===== src/rtl/fifo_rd_stream.sv =====
`default_nettype none
// ============================================================================
// Module      : fifo_rd_stream
// Description : Read-side drain engine for a FIFO read port. It issues rd_en
//               while the skid buffer has room for the requested word, captures
//               rd_dout one cycle later, and presents the buffered words
//               downstream as a valid/ready stream that holds while stalled.
// Ports       : clk, rst          - read-domain clock, sync active-high reset
//               fifo_empty, rd_en - FIFO status / read strobe
//               rd_dout           - FIFO read data, valid 1 clk after rd_en
//               m_valid, m_data,
//               m_ready           - downstream stream handshake
//               flush             - discard buffered and in-flight words
//               buf_level         - words currently held in the skid buffer
//               xfer_cnt          - words delivered (wraps, cleared by rst)
// Revision    : 1.0 - initial release
// ============================================================================
module fifo_rd_stream #(
    parameter int DATA_WIDTH = 8,
    parameter int BUF_DEPTH  = 4,
    parameter int CNT_WIDTH  = 16
) (
    input  logic                         clk,
    input  logic                         rst,
    input  logic                         fifo_empty,
    output logic                         rd_en,
    input  logic [DATA_WIDTH-1:0]        rd_dout,
    output logic                         m_valid,
    output logic [DATA_WIDTH-1:0]        m_data,
    input  logic                         m_ready,
    input  logic                         flush,
    output logic [$clog2(BUF_DEPTH):0]   buf_level,
    output logic [CNT_WIDTH-1:0]         xfer_cnt
);

    localparam int c_PTR_W = $clog2(BUF_DEPTH);
    localparam int c_LVL_W = c_PTR_W + 1;
    // One bit wider than the level so level + inflight never overflows.
    localparam logic [c_LVL_W:0] c_DEPTH = BUF_DEPTH[c_LVL_W:0];

    logic [DATA_WIDTH-1:0] r_buf [BUF_DEPTH];
    logic [c_PTR_W-1:0]    r_wr_ptr;
    logic [c_PTR_W-1:0]    r_rd_ptr;
    logic [c_LVL_W-1:0]    r_level;
    logic                  r_inflight;
    logic [CNT_WIDTH-1:0]  r_xfer_cnt;

    logic [c_LVL_W:0]      w_occupancy;
    logic                  w_push;
    logic                  w_pop;

    // A word already requested still needs a slot, so it counts against room.
    assign w_occupancy = {1'b0, r_level} + {{c_LVL_W{1'b0}}, r_inflight};

    // Deliberately independent of m_ready: requests depend only on registered
    // state and the FIFO flag, keeping the consumer out of the FIFO timing path.
    assign rd_en   = !rst && !flush && !fifo_empty && (w_occupancy < c_DEPTH);

    assign w_push  = r_inflight && !flush;
    assign w_pop   = m_valid && m_ready && !flush;

    assign m_valid   = (r_level != '0);
    assign m_data    = m_valid ? r_buf[r_rd_ptr] : '0;
    assign buf_level = r_level;
    assign xfer_cnt  = r_xfer_cnt;

    always_ff @(posedge clk) begin
        if (rst) begin
            r_inflight <= 1'b0;
            r_wr_ptr   <= '0;
            r_rd_ptr   <= '0;
            r_level    <= '0;
            r_xfer_cnt <= '0;
        end else begin
            r_inflight <= rd_en;
            if (flush) begin
                // The word landing this cycle is dropped with the rest; the
                // delivered-word count is history and survives a flush.
                r_wr_ptr <= '0;
                r_rd_ptr <= '0;
                r_level  <= '0;
            end else begin
                if (w_push) begin
                    r_wr_ptr <= r_wr_ptr + c_PTR_W'(1);
                end
                if (w_pop) begin
                    r_rd_ptr   <= r_rd_ptr + c_PTR_W'(1);
                    r_xfer_cnt <= r_xfer_cnt + CNT_WIDTH'(1);
                end
                if (w_push && !w_pop) begin
                    r_level <= r_level + c_LVL_W'(1);
                end else if (w_pop && !w_push) begin
                    r_level <= r_level - c_LVL_W'(1);
                end
            end
        end
    end

    // Storage has no reset; entries are only read once the level covers them.
    always_ff @(posedge clk) begin
        if (w_push) begin
            r_buf[r_wr_ptr] <= rd_dout;
        end
    end

endmodule
`default_nettype wire

===== config.mk =====
export PLATFORM = sky130hd
export DESIGN_NAME = fifo_rd_stream
export DESIGN_NICKNAME = d
export VERILOG_FILES = /design/src/rtl/fifo_rd_stream.sv
export SDC_FILE = /design/constraint.sdc
export NUM_CORES = 1
export LEC_CHECK = 0
export CAP_MARGIN = 10
export CORE_ASPECT_RATIO = 0.5
export CORE_UTILIZATION = 47
export DETAILED_ROUTE_END_ITERATION = 8
export GPL_TIMING_DRIVEN = 0
export PLACE_DENSITY = 0.81
export SETUP_SLACK_MARGIN = 0.2
export SYNTH_ARGS = -nofsm -noshare
export SYNTH_HDL_FRONTEND = slang
export SYNTH_SLANG_ARGS = --single-unit

===== constraint.sdc =====
create_clock -name clk -period 2 [get_ports clk]
set_input_delay 0.4 -clock clk [delete_from_list [all_inputs] [get_ports clk]]
set_output_delay 0.4 -clock clk [all_outputs]
set_load 0.05 [all_outputs]

==> out/results.ini, run 1 <==
[status]
status=finished with violations
violations=setup timing

[final_layout]
drive_gt1_share_pct=35.8
fin_nets=269
area_growth_pct=40.2
fill_cells=357
insertedDiodeCount=0
finalInstanceArea_sq_um=3470
final_util_pct=69.4

[global_routing]
antenna_found_initial=0
grtUsageTotal_pct=18.8
grt_max_degree=12
grt_pass1_vias=1589
grt_pass1_wl_microns=7510
gr-total-overflow=0

[sta]
fin_skew_ns=0.00349
fin_crit_ns=2.01
holdWs_ns=0.513
relSlewSlack_pct=67.0
setup_viol=2
period_share_pct=101
rsz0062_at_grt=yes
tightestPinTransition_ns=0.497
fmax_ghz=0.497
tns_ns=-0.0177
drv_slew=0
fin_ws_ns=-0.0124
hold_viol=0

[route]
wire_per_inst_microns=14.7
first_pass_iters=4
vias=1642
drt-vias-per-instance=5.07
drt_wl_total_microns=4750
drc_errors=0
ant_nets=0
drt-initial-drc-count=52

[clocking]
root_buffer=clkbuf_8
htree_levels=3
cts_tree=built
clk_path_buf_depth=2
clk_pin_slew_ns=0.07
cts.sinks=58
numCtsBuffers=9
clock_latency_ns=0.33

[floorplan]
die_h_microns=53.3
die_x_microns=105
io_pins=42
fp.coreArea_sq_um=5000
start_util_pct=49.5
dieArea_sq_um=5570
rows=18

[worst_setup_path]
path_max_fanout=8
critPathLaunchType=register
reg2reg_from=buf_level[1]
critPathCaptureType=output port
slowest_delay_ns=0.50
crit_family=multiplexers
worst_ep_arrival_time_ns=1.61
path_cells=buf_12, mux4_2, and2_4, buf_8
crit_buf_inv=2
cp.required_ns=1.60
cp_slowest_cell=mux4_2
crit_type=register to output port

[synthesis]
syn_avg_cell_area_sq_um=13.3
netlist.area_leader.share_pct=38.8
async_flop_share_pct=0
synth_edf_count=32
postSynthCellCount=186
synthesis.area_sq_um=2470
synth_cell_type_count=35
synth.top_cells.by_area=edfxtp_1, dfxtp_1, mux4_2, nor2_1, and2_1
yosysTopAreaCell=edfxtp_1
synth_most_common_cell=edfxtp_1
yosys-top-cells-count=edfxtp_1, dfxtp_1, nor2_1
synth_fp_nets=206
seq_area_frac_synth_pct=59.9
yosys_warnings=0
ys_ff_latch=58
synthFlopType=edfxtp_1

[placement]
gp_congestion=0.750
io_buffers=41
post_dp_cell_area_sq_um=3040
dp_hpwl_microns=2980

[power_and_ir_drop]
p_leak_nw=1.32
ir_worst_vdd_mv=0.384
pwr_density_cell_nw_per_um2=721

[run]
maxCapViolations=0

[hold_path]
worstHoldStart=xfer_cnt[13]
hp-class=register to register

worst paths after layout:
| path | slack, ns | end | depth (start not counted) |
|---|---|---|---|
| min reg2reg | 0.51 | xfer_cnt[13] | 2 |
| max | -0.01 | m_data[5] | 4 |
| min | 0.51 | xfer_cnt[13] | 2 |
| max reg2reg | -0.01 | buf_level[2] | 10 |
sequential cells by signal (all words and copies together), names as in the netlist, named ones only:
name	count
buf_level	3
r_buf	32
r_wr_ptr	2
r_rd_ptr	2
r_inflight	1
xfer_cnt	16
stage by stage:
| stage | setup WS (ns) | std cells | total power, W |
|---|---|---|---|
| after floorplan | -0.0711 | 186 | 0.00137 |
| after global placement | -0.981 | 297 | 0.00143 |
| after detailed placement | -1.04 | 297 | 0.00143 |
| after CTS | -0.0419 | 321 | 0.00252 |
| after global routing | -0.0559 | 324 | 0.00258 |
| final | -0.0124 | 324 | 0.00250 |
metal layers:
metal	vias to the layer above	global-route usage [%]	share of wire [%]
li1	802	-	-
met1	792	21.8	44
met2	38	32.2	49
met3	10	6.03	4.5
met4	0	9.62	2.2
met5	-	0	0
cell usage in the layout, fill, tap and decap left out, types with 3 or more instances in the layout:
cell type         n
nand2_1           3
dfxtp_4           3
o21ai_0           3
ha_1              5
and2_4            8
nor2_1           21
clkdlybuf4s50_1   9
clkbuf_8         10
dfxtp_2          10
xnor2_1           8
and2_1            4
mux2i_1           3
dfxtp_1          13
mux4_2            8
xor2_1            6
dlygate4sd2_1    20
buf_4             8
buf_8             9
or3_1             3
a21oi_1           3
nand4_1           7
inv_1             4
clkinv_2          3
buf_6             5
mux2_1            3
edfxtp_1         32
cell families (layout without fill, tap and decap cells):
logic type      Yosys count  in the layout  share of synthesized area (%)
compound gates            8              8                           1.77
mux                      14             14                           9.86
flops                    58             58                           59.9
xor+xnor                 14             14                           4.96
simple gates             71             71                           17.3
buf+inv                  14             82                           2.33
fa+ha+maj                 7              7                           3.84
what timing repair did:
action / CTS / global route
hold endpoints to repair: 0 / 0
hold buffers: 0 / 0
resized for setup: 133 / 15
buffers inserted: 7 / 3
pin swaps: 10 / 3
cloned: 1 / 0
setup endpoints to repair: 32 / 13
worst register-to-register path: stages (launching register included):
cell     delay [ns]
dfxtp_4        0.35
nor3_4         0.23
buf_6          0.14
nor3b_4        0.04
inv_2          0.06
ha_4           0.14
inv_2          0.04
fa_2           0.33
xor2_1         0.15
or3_1          0.34
a21oi_2        0.13
power by group:
| part | total [W] | switching, W | internal [W] |
|---|---|---|---|
| combinational | 0.000196 | 0.0000993 | 0.0000965 |
| sequential | 0.00126 | 0.00000536 | 0.00126 |
| clock | 0.00104 | 0.000469 | 0.000571 |
final cells by class:
class                           instances  area [sq um]  area share (%)
Sequential cell                        58          1510            43.4
Multi-Input combinational cell        114          1030            29.8
Timing Repair Buffer                   52           531            15.3
Clock buffer                            9           124            3.57
Tap cell                               70          87.6            2.53
Buffer                                  7          82.6            2.38
Clock inverter                          7          70.1            2.02
Inverter                                7          33.8           0.974
(Power assumes the default switching activity.)
==> inputs of run 2 (changes only) <==
Settings changed: CELL_PAD_IN_SITES_DETAIL_PLACEMENT set to 1, CELL_PAD_IN_SITES_GLOBAL_PLACEMENT set to 2, CORE_UTILIZATION 47 to 32, PLACE_DENSITY 0.81 to unset, PLACE_DENSITY_LB_ADDON set to 0.1.
==> run 2 against run 1 <==
  * The run now ends clean
  * Total power rose by 16%
  * First-iteration DRC count is 35% higher
  * Global-route usage shrank 3.5 points
  * Flip-flop and latch count unchanged
  * Cell count grew 8.3%
  * Die area rose by 45%
  * Sequential power is essentially flat
  * Clock power increased by 39%
  * Non-clock buffer count increased by 1
==> out/results.ini, run 2 (synthesized netlist as in run 1, its figures left out) <==
[hold_path]
min_path_cells=2
hp-class=register to register

[worst_setup_path]
cp_slowest_cell=mux4_2
path_cells=buf_12, mux4_2, and2_4, buf_8
critPathLaunchType=register
cp.required_ns=1.60
reg2reg_from=buf_level[2]
slowest_delay_ns=0.51
path_max_fanout=8
r2r_cells=10
timing.rr.end=buf_level[2]
cp.depth=4
crit_type=register to output port
critPathCaptureType=output port
crit_family=multiplexers
r2r_setup_slack_ns=0.06
worst_ep_arrival_time_ns=1.60
crit_buf_inv=2
critPathCapture=m_data[1]

[sta]
tns_ns=0
rsz0062_at_grt=yes
fin_crit_ns=2.00
period_share_pct=99.9
setup_viol=0
drv_slew=0
fmax_ghz=0.500
hold_viol=0
tightestPinTransition_ns=0.514
relSlewSlack_pct=65.7
fin_skew_ns=0.00661

[global_routing]
grtUsageTotal_pct=15.2
grt_max_degree=11
grt_pass1_vias=1739
grt_pass1_wl_microns=9080
antenna_found_initial=0
gr-total-overflow=0

[floorplan]
die_h_microns=64.2
fp.coreArea_sq_um=7400
die_x_microns=126
dieArea_sq_um=8110
rows=22
start_util_pct=33.4
io_pins=42

[final_layout]
largest_reg_flops=32
fill_cells=760
most-common-layout-cells=edfxtp_1, nor2_1, dlygate4sd2_1
finalInstanceArea_sq_um=3560
fin_nets=270
area_growth_pct=44.0
multi_input_comb_area_sq_um=1030
insertedDiodeCount=0
final_common_cell=edfxtp_1
top_register=r_buf
drive_gt1_share_pct=34.5
final-seq-area_sq_um=1510

[placement]
dp_hpwl_microns=3730
gp_congestion=0.674
io_buffers=41
post_dp_cell_area_sq_um=3070

[route]
drt-initial-drc-count=70
drt-vias-per-instance=4.65
drc_errors=0
first_pass_iters=4
drt_wl_total_microns=5510
wire_per_inst_microns=15.7
ant_nets=0
vias=1633

[clocking]
numCtsBuffers=9
cts_tree=built
root_buffer=clkbuf_16
clk_path_buf_depth=2
clk_pin_slew_ns=0.05
clock_latency_ns=0.32
cts.sinks=58
htree_levels=3

[status]
status=finished clean

[power_and_ir_drop]
total_power_w=0.00289
comb_power_share_pct=6.1
clkPwrFrac_pct=50.0
internal_power_w=0.00229
p_leak_nw=1.36
switchingPower_w=0.000600
pwr_density_cell_nw_per_um2=812
seqPwrFrac_pct=43.8
ir_worst_vdd_mv=0.422
p_sw_share_pct=20.8

[run]
maxCapViolations=0

==> run 2: worst min-delay path by stage <==
stage	from	end	slack, ns
floorplan	fifo_empty	r_inflight	0.48
global placement	xfer_cnt[13]	xfer_cnt[13]	0.49
detailed placement	buf_level[2]	r_inflight	0.49
CTS	xfer_cnt[13]	xfer_cnt[13]	0.53
global route	xfer_cnt[10]	xfer_cnt[12]	0.56
finish	xfer_cnt[13]	xfer_cnt[13]	0.52
==> run 2: timing repair <==
item                                    CTS  global route
resized for setup                       130            12
hold endpoints to repair                  0             0
pin swaps                                10             5
hold buffers                              0             0
buffers inserted                          5             7
endpoints found under the setup margin   67            14
==> run 2: power groups by stage <==
stage	Combinational (W)	Clock [W]	Sequential (W)
3_3_place_gp	0.000144	0	0.00129
5_1_grt	0.000190	0.00154	0.00127
2_1_floorplan	0.0000747	0	0.00130
4_1_cts	0.000172	0.00148	0.00127
3_5_place_dp	0.000147	0	0.00129
6_report	0.000178	0.00145	0.00127
==> run 2: worst min-delay path, delay by kind of cell (launching register included) <==
kind / cells / cell delay, ns
AO/OA/AOI/OAI: 2 / 0.14
flip-flops: 1 / 0.32
==> run 2: layout make-up <==
class                   count  share of cell area, %
clock buffers               9                   6.32
inverters                   7                  0.738
multi-input cells         114                   28.9
flip-flops and latches     58                   42.3
repair buffers             53                   14.6
plain buffers               7                   2.04
clock inverters             7                   1.69
well taps                  96                   3.37
==> run 2: through the flow <==
step / util [%] / hold slack, ns / setup slack, ns / cells
after floorplan: - / 0.479 / -0.0711 / 186
after global placement: 41.4 / 0.489 / -1.01 / 323
after detailed placement: 41.4 / 0.487 / -1.05 / 323
after CTS: 47.1 / 0.526 / -0.0234 / 344
after global routing: 48.1 / 0.557 / -0.0548 / 351
final: 48.1 / 0.516 / 0.00124 / 351
==> run 2: per-layer routing <==
layer / track usage, % / vias to the layer above / share of wire [%]
li1: - / 806 / -
met1: 19.0 / 786 / 49
met2: 24.4 / 32 / 46
met3: 5.03 / 9 / 3.5
met4: 6.33 / 0 / 1.3
met5: 0 / - / 0
